[config.mk]
export PLATFORM = sky130hd
export DESIGN_NAME = interval_timer
export DESIGN_NICKNAME = d
export VERILOG_FILES = /design/src/rtl/zeus_timer_pkg.sv /design/src/rtl/bus_write_strobe.sv /design/src/rtl/interval_timer.sv
export SDC_FILE = /design/constraint.sdc
export NUM_CORES = 1
export LEC_CHECK = 0
export CAP_MARGIN = 30
export CELL_PAD_IN_SITES_DETAIL_PLACEMENT = 2
export CELL_PAD_IN_SITES_GLOBAL_PLACEMENT = 2
export CORE_UTILIZATION = 33
export DETAILED_ROUTE_END_ITERATION = 12
export HOLD_SLACK_MARGIN = 0.02
export PLACE_DENSITY = 0.81
export SYNTH_ARGS = -nofsm -noshare
export SYNTH_HDL_FRONTEND = slang
export SYNTH_SLANG_ARGS = --single-unit
[constraint.sdc]
create_clock -name clk -period 2.22 [get_ports clk]
set_clock_uncertainty 0.1 [all_clocks]
set_input_delay 0.444 -clock clk [delete_from_list [all_inputs] [get_ports clk]]
set_output_delay 0.444 -clock clk [all_outputs]
set_load 0.02 [all_outputs]
[src/rtl/zeus_timer_pkg.sv]
// Shared definitions for the Zeus interval timer: register addresses, ctrl layout
// and the prescaler mask helper.
package zeus_timer_pkg;

  localparam logic [1:0] TMR_LO   = 2'd0;
  localparam logic [1:0] TMR_HI   = 2'd1;
  localparam logic [1:0] TMR_CTRL = 2'd2;
  localparam logic [1:0] TMR_STAT = 2'd3;

  localparam int unsigned EN    = 7;
  localparam int unsigned CONT  = 6;
  localparam int unsigned IE    = 5;
  localparam int unsigned PS_HI = 2;
  localparam int unsigned PS_LO = 0;

  typedef struct packed {
    logic       en;
    logic       cont;
    logic       ie;
    logic [1:0] spare;
    logic [2:0] ps;
  } ctrl_t;

  // Low PS bits of the prescaler that must all be ones for a tick.
  function automatic logic [6:0] ps_mask(input logic [2:0] ps);
    logic [7:0] m;
    m = (8'd1 << ps) - 8'd1;
    return m[6:0];
  endfunction

endpackage

[src/rtl/bus_write_strobe.sv]
// Synchronises the asynchronous phi2 bus clock and turns each falling edge of a
// selected write cycle into a single-cycle write strobe.
module bus_write_strobe #(
  parameter int unsigned SYNC_STAGES = 2
) (
  input  logic clk,
  input  logic reset_n,
  input  logic phi2,
  input  logic cs_n,
  input  logic write_enable,
  output logic wr_stb
);

  logic [SYNC_STAGES-1:0] sync_q, sync_d;
  logic                   prev_q, prev_d;

  always_comb begin
    sync_d = {sync_q[SYNC_STAGES-2:0], phi2};
    prev_d = sync_q[SYNC_STAGES-1];
  end

  always_ff @(posedge clk or negedge reset_n) begin
    if (!reset_n) begin
      sync_q <= '0;
      prev_q <= 1'b0;
    end else begin
      sync_q <= sync_d;
      prev_q <= prev_d;
    end
  end

  assign wr_stb = prev_q & ~sync_q[SYNC_STAGES-1] & ~cs_n & write_enable;

endmodule

[src/rtl/interval_timer.sv]
// 16-bit programmable down-counting interval timer with prescaler, one-shot and
// continuous modes, and a sticky expiry flag driving an active-low interrupt.
module interval_timer
  import zeus_timer_pkg::*;
#(
  parameter logic [15:0] RELOAD_RESET     = 16'hFFFF,
  parameter int unsigned PHI2_SYNC_STAGES = 2
) (
  input  logic       clk,
  input  logic       reset_n,
  input  logic       cs_n,
  input  logic       phi2,
  input  logic       write_enable,
  input  logic [1:0] address,
  input  logic [7:0] data_in,
  output logic [7:0] data_out,
  output logic       irq_n
);

  logic [15:0] reload_q, reload_d, count_q, count_d;
  logic [7:0]  lo_q, lo_d;
  ctrl_t       ctrl_q, ctrl_d;
  logic        flag_q, flag_d, irq_n_q, irq_n_d;
  logic [6:0]  presc_q, presc_d, mask;
  logic [7:0]  ctrl_byte;
  logic        wr_stb, tick, expire;

  bus_write_strobe #(
    .SYNC_STAGES(PHI2_SYNC_STAGES)
  ) u_wr_stb (
    .clk          (clk),
    .reset_n      (reset_n),
    .phi2         (phi2),
    .cs_n         (cs_n),
    .write_enable (write_enable),
    .wr_stb       (wr_stb)
  );

  assign ctrl_byte = ctrl_q;
  assign mask      = ps_mask(ctrl_byte[PS_HI:PS_LO]);
  assign tick      = ctrl_byte[EN] && ((presc_q & mask) == mask);

  always_comb begin
    reload_d = reload_q;
    count_d  = count_q;
    lo_d     = lo_q;
    ctrl_d   = ctrl_q;
    flag_d   = flag_q;
    presc_d  = ctrl_byte[EN] ? presc_q + 7'd1 : 7'd0;
    expire   = 1'b0;
    irq_n_d  = ~(flag_q & ctrl_byte[IE]);

    // A reload write takes priority over any tick in the same cycle.
    if (wr_stb && address == TMR_HI) begin
      reload_d = {data_in, lo_q};
      count_d  = {data_in, lo_q};
      presc_d  = 7'd0;
    end else if (tick) begin
      if (count_q != 16'd0) begin
        count_d = count_q - 16'd1;
      end else begin
        expire  = 1'b1;
        count_d = reload_q;
        if (!ctrl_byte[CONT]) ctrl_d.en = 1'b0;
      end
    end

    if (wr_stb && address == TMR_LO)   lo_d   = data_in;
    if (wr_stb && address == TMR_CTRL) ctrl_d = ctrl_t'(data_in);
    if (wr_stb && address == TMR_STAT && data_in[0]) flag_d = 1'b0;
    if (expire) flag_d = 1'b1;
  end

  always_ff @(posedge clk or negedge reset_n) begin
    if (!reset_n) begin
      reload_q <= RELOAD_RESET;
      count_q  <= RELOAD_RESET;
      lo_q     <= 8'h00;
      ctrl_q   <= '0;
      flag_q   <= 1'b0;
      presc_q  <= 7'd0;
      irq_n_q  <= 1'b1;
    end else begin
      reload_q <= reload_d;
      count_q  <= count_d;
      lo_q     <= lo_d;
      ctrl_q   <= ctrl_d;
      flag_q   <= flag_d;
      presc_q  <= presc_d;
      irq_n_q  <= irq_n_d;
    end
  end

  assign irq_n = irq_n_q;

  always_comb begin
    data_out = 8'h00;
    unique case (address)
      TMR_LO:   data_out = count_q[7:0];
      TMR_HI:   data_out = count_q[15:8];
      TMR_CTRL: data_out = ctrl_byte;
      TMR_STAT: data_out = {6'b0, ctrl_byte[EN], flag_q};
    endcase
  end

endmodule

==> qor.json, run 1 <==
{
  "die_area": {"value": 9887, "unit": "um2"},
  "number_of_setup_violations_in_the_final_report": {"value": 15},
  "initial_core_util": {"value": 34.07, "unit": "%"},
  "grt_antenna_before_repair": {"value": 0},
  "cts_tree": {"value": "done"},
  "max_cap_violations": {"value": 0},
  "gr-total-overflow": {"value": 0},
  "num_vias": {"value": 3088},
  "criticalPathCategory": {"value": "reg -> reg"},
  "post-route-worst-setup-slack": {"value": -173.9, "unit": "ps"},
  "violations_in_the_final_reports": {"value": "setup timing"},
  "hpwl": {"value": 7863, "unit": "um"},
  "via_per_inst": {"value": 5.783},
  "grt_max_degree": {"value": 61},
  "rsz_0062_raised_after_global_routing": {"value": "true"},
  "run_status": {"value": "complete, but fails checks"},
  "slew_headroom": {"value": 64.38, "unit": "%"},
  "drcViolationCount": {"value": 0},
  "layout.nets": {"value": 436},
  "tightest_slew": {"value": 527.3, "unit": "ps"},
  "highest_count_cells_in_the_layout_ignoring_fill_and_taps": {"value": "sky130_fd_sc_hd__nand2_1, sky130_fd_sc_hd__buf_4, sky130_fd_sc_hd__dfstp_2, sky130_fd_sc_hd__dfrtp_1, sky130_fd_sc_hd__o21ai_1"},
  "detailedPlace.worstSlack": {"value": -518.5, "unit": "ps"},
  "syn-mean-instance-area": {"value": 9.108, "unit": "um2"},
  "vias_in_the_first_global_route": {"value": 3433},
  "postRouteAntennaNets": {"value": 0},
  "totalWireLength": {"value": 13570, "unit": "um"},
  "layout_commonest_cell": {"value": "sky130_fd_sc_hd__nand2_1"},
  "syn2layout_area_growth": {"value": 33.83, "unit": "%"},
  "maxClockFrequency": {"value": 0.4177, "unit": "GHz"},
  "final_core_util": {"value": 45.59, "unit": "%"},
  "synthTopCellsByArea": {"value": "sky130_fd_sc_hd__dfstp_2, sky130_fd_sc_hd__dfrtp_1, sky130_fd_sc_hd__nand2_1"},
  "design.core.area": {"value": 9196, "unit": "um2"},
  "fin_setup_tns": {"value": -1192, "unit": "ps"},
  "routed_wire_length_per_instance": {"value": 25.41, "unit": "um"},
  "critPathCaptureType": {"value": "flop"},
  "clock_latency": {"value": 370, "unit": "ps"},
  "leakage": {"value": 1.936, "unit": "nW"},
  "yosysTopAreaCell": {"value": "sky130_fd_sc_hd__dfstp_2"},
  "clkSlewWorstSetupHoldPaths": {"value": 80, "unit": "ps"},
  "clockBufferDepth": {"value": 2},
  "tmin_final": {"value": 2394, "unit": "ps"},
  "synth-edff-count": {"value": 0},
  "clock-sinks": {"value": 60},
  "synth.distinct_cells": {"value": 54},
  "async_reset_ff_share": {"value": 100.0, "unit": "%"},
  "ys_seq_elements": {"value": 60},
  "grt_first_pass_wirelength": {"value": 19900, "unit": "um"},
  "power.density_cell_area": {"value": 998.5, "unit": "nW/um2"},
  "timing.final.crit_share": {"value": 107.8, "unit": "%"},
  "max_stage_delay": {"value": 650, "unit": "ps"},
  "multi_input_area": {"value": 1612, "unit": "um2"},
  "dr.pass1.iters": {"value": 5},
  "tritoncts.num_buffers": {"value": 9},
  "synthesis.yosys.warnings": {"value": 0},
  "netlist_area_pre_place": {"value": 3133, "unit": "um2"},
  "total_power": {"value": 4.187, "unit": "mW"},
  "drv_slew": {"value": 0},
  "slowest_stage": {"value": "sky130_fd_sc_hd__or4_4"},
  "gp_routability_congestion": {"value": 0.8150},
  "num_io_pins": {"value": 24},
  "cpMostUsedCell": {"value": "sky130_fd_sc_hd__a21oi_1"},
  "finalHoldViolations": {"value": 0},
  "critPathLaunchType": {"value": "flop"},
  "clock_tree.htree_level_count": {"value": 3},
  "detailedRoute.firstIterationViolations": {"value": 142},
  "synth.top_cell.area_share": {"value": 27.68, "unit": "%"},
  "worstPathArrival": {"value": 2590, "unit": "ps"},
  "max-vdd-ir-drop": {"value": 661.2, "unit": "uV"},
  "port_buffers": {"value": 23},
  "hold_path.class": {"value": "reg -> reg"},
  "die_h": {"value": 99.44, "unit": "um"},
  "grt_usage": {"value": 27.49, "unit": "%"},
  "diodes": {"value": 0},
  "cts-root-buf": {"value": "sky130_fd_sc_hd__clkbuf_8"},
  "synth_top_flop_cell": {"value": "sky130_fd_sc_hd__dfstp_2"},
  "critical_path.max_fanout": {"value": 6},
  "synth.yosys.seq_area_share": {"value": 49.24, "unit": "%"},
  "critical_path_required": {"value": 2410, "unit": "ps"},
  "num_rows": {"value": 35},
  "final-seq-area": {"value": 1543, "unit": "um2"},
  "nFillCells": {"value": 985},
  "synthesis.nets": {"value": 362},
  "crit_path_cell_chain": {"value": "inv_4, ha_4, or3b_4, or4_4, mux2i_1, a21oi_1, a21oi_1"},
  "postSynthCellCount": {"value": 344},
  "post_route_cells_drive_above_1_share": {"value": 34.52, "unit": "%"},
  "die-width": {"value": 99.44, "unit": "um"}
}
## synthesized netlist by cell type, types with 2 or more instances
cell type and instances:
sky130_fd_sc_hd__a21oi_1 22, sky130_fd_sc_hd__nand3_1 8, sky130_fd_sc_hd__nand2b_1 2, sky130_fd_sc_hd__nand2_1 91, sky130_fd_sc_hd__or3_1 2, sky130_fd_sc_hd__or2_1 2
sky130_fd_sc_hd__xnor2_1 3, sky130_fd_sc_hd__buf_1 3, sky130_fd_sc_hd__mux4_2 2, sky130_fd_sc_hd__o21ai_1 29, sky130_fd_sc_hd__clkbuf_1 7, sky130_fd_sc_hd__inv_1 8
sky130_fd_sc_hd__or4_4 2, sky130_fd_sc_hd__xor2_1 3, sky130_fd_sc_hd__buf_2 2, sky130_fd_sc_hd__o21a_1 3, sky130_fd_sc_hd__or4_1 2, sky130_fd_sc_hd__dfrtp_1 27
sky130_fd_sc_hd__o31ai_1 3, sky130_fd_sc_hd__o211ai_1 4, sky130_fd_sc_hd__mux2i_1 7, sky130_fd_sc_hd__nor2_1 27, sky130_fd_sc_hd__nor3_1 3, sky130_fd_sc_hd__ha_1 3
sky130_fd_sc_hd__mux2_1 9, sky130_fd_sc_hd__o21ai_0 5, sky130_fd_sc_hd__buf_6 2, sky130_fd_sc_hd__dfstp_2 33, sky130_fd_sc_hd__a21o_1 4, sky130_fd_sc_hd__a31oi_1 2
## critical path: cells and delay by family, from the launching register on
kind,cells,cell delay (ps)
multiplexers,1,260
AO/OA/AOI/OAI,2,300
adder cells (fa/ha/maj),1,140
AND/OR/NAND/NOR,2,1050
flip-flops,1,400
buffers and inverters,1,70
## report_power, final
group | leakage [nW] | switching (mW) | internal [mW] | total, mW
logic | 1.14 | 0.855 | 0.632 | 1.49
clock network | 0.0958 | 0.510 | 0.523 | 1.03
registers | 0.695 | 0.235 | 1.43 | 1.67
total | 1.94 | 1.60 | 2.59 | 4.19
## registers in the layout, indices dropped and copies added, names as in the netlist
| signal | cells |
|---|---|
| count_q | 16 |
| irq_n | 1 |
| presc_q | 7 |
| u_wr_stb.prev_q | 1 |
| flag_q | 1 |
| reload_q | 16 |
| u_wr_stb.sync_q | 2 |
| lo_q | 8 |
| ctrl_byte | 8 |
## final cells by class
| cell class | instances | share of cell area [%] |
|---|---|---|
| Sequential cell | 60 | 36.80 |
| Clock buffer | 9 | 2.954 |
| Tap cell | 111 | 3.312 |
| Clock inverter | 7 | 1.820 |
| Inverter | 9 | 0.8654 |
| Multi-Input combinational cell | 261 | 38.44 |
| Timing Repair Buffer | 77 | 15.82 |
## logic make-up (layout without fill, tap and decap cells)
family	Yosys count	in the layout	synth area share, %
buffers and inverters	24	102	3.554
xor gates and xnor gates	6	6	1.678
and+or+nand+nor	152	153	22.40
AOI/OAI and AO/OA	81	81	15.02
muxes	18	18	6.909
adders and majority gates	3	3	1.198
DFF	60	60	49.24
## final timing paths
kind / from / to / slack, ps / cells after the start
min: u_wr_stb.sync_q[0] / u_wr_stb.sync_q[1] / 260 / 0
max: count_q[1] / count_q[5] / -170 / 7
min in group asynchronous: reset_n / ctrl_byte[2] / 530 / 3
min reg2reg: u_wr_stb.sync_q[0] / u_wr_stb.sync_q[1] / 260 / 0
max in group asynchronous: reset_n / count_q[3] / 1160 / 3
max reg2reg: count_q[1] / count_q[5] / -170 / 7
## routing by layer
metal / vias up / share of wire, % / GRT usage, %
li1: 1339 / - / -
met1: 1625 / 41 / 32.21
met2: 98 / 53 / 49.68
met3: 26 / 3.6 / 5.341
met4: 0 / 2.3 / 10.29
met5: - / 0 / 0
## what timing repair did
item	in CTS	in global routing
hold buffers	1	0
endpoints found under the setup margin	20	41
gates cloned	1	0
setup buffers	6	4
endpoints found under the hold margin	27	0
gates resized for setup	48	16
pin swaps	7	9
## per-stage QoR
stage          cells  area [um2]  hold slack [ps]
6_report         534        4193            261.8
5_1_grt          534        4193            270.1
4_1_cts          530        4115            264.2
3_5_place_dp     506        3780            241.2
3_3_place_gp     506        3780            239.5
2_1_floorplan    344        3146            48.41
No activity file was read; power rests on OpenSTA's default activity.
==> inputs of run 2 (changes only) <==
--- a/config.mk
+++ b/config.mk
@@ -12,6 +12,7 @@
 export DETAILED_ROUTE_END_ITERATION = 12
 export HOLD_SLACK_MARGIN = 0.02
 export PLACE_DENSITY = 0.81
+export SLEW_MARGIN = 20
 export SYNTH_ARGS = -nofsm -noshare
 export SYNTH_HDL_FRONTEND = slang
 export SYNTH_SLANG_ARGS = --single-unit
==> results of run 2 <==
The final DEF is identical to that of run 1; final timing and power are the same.
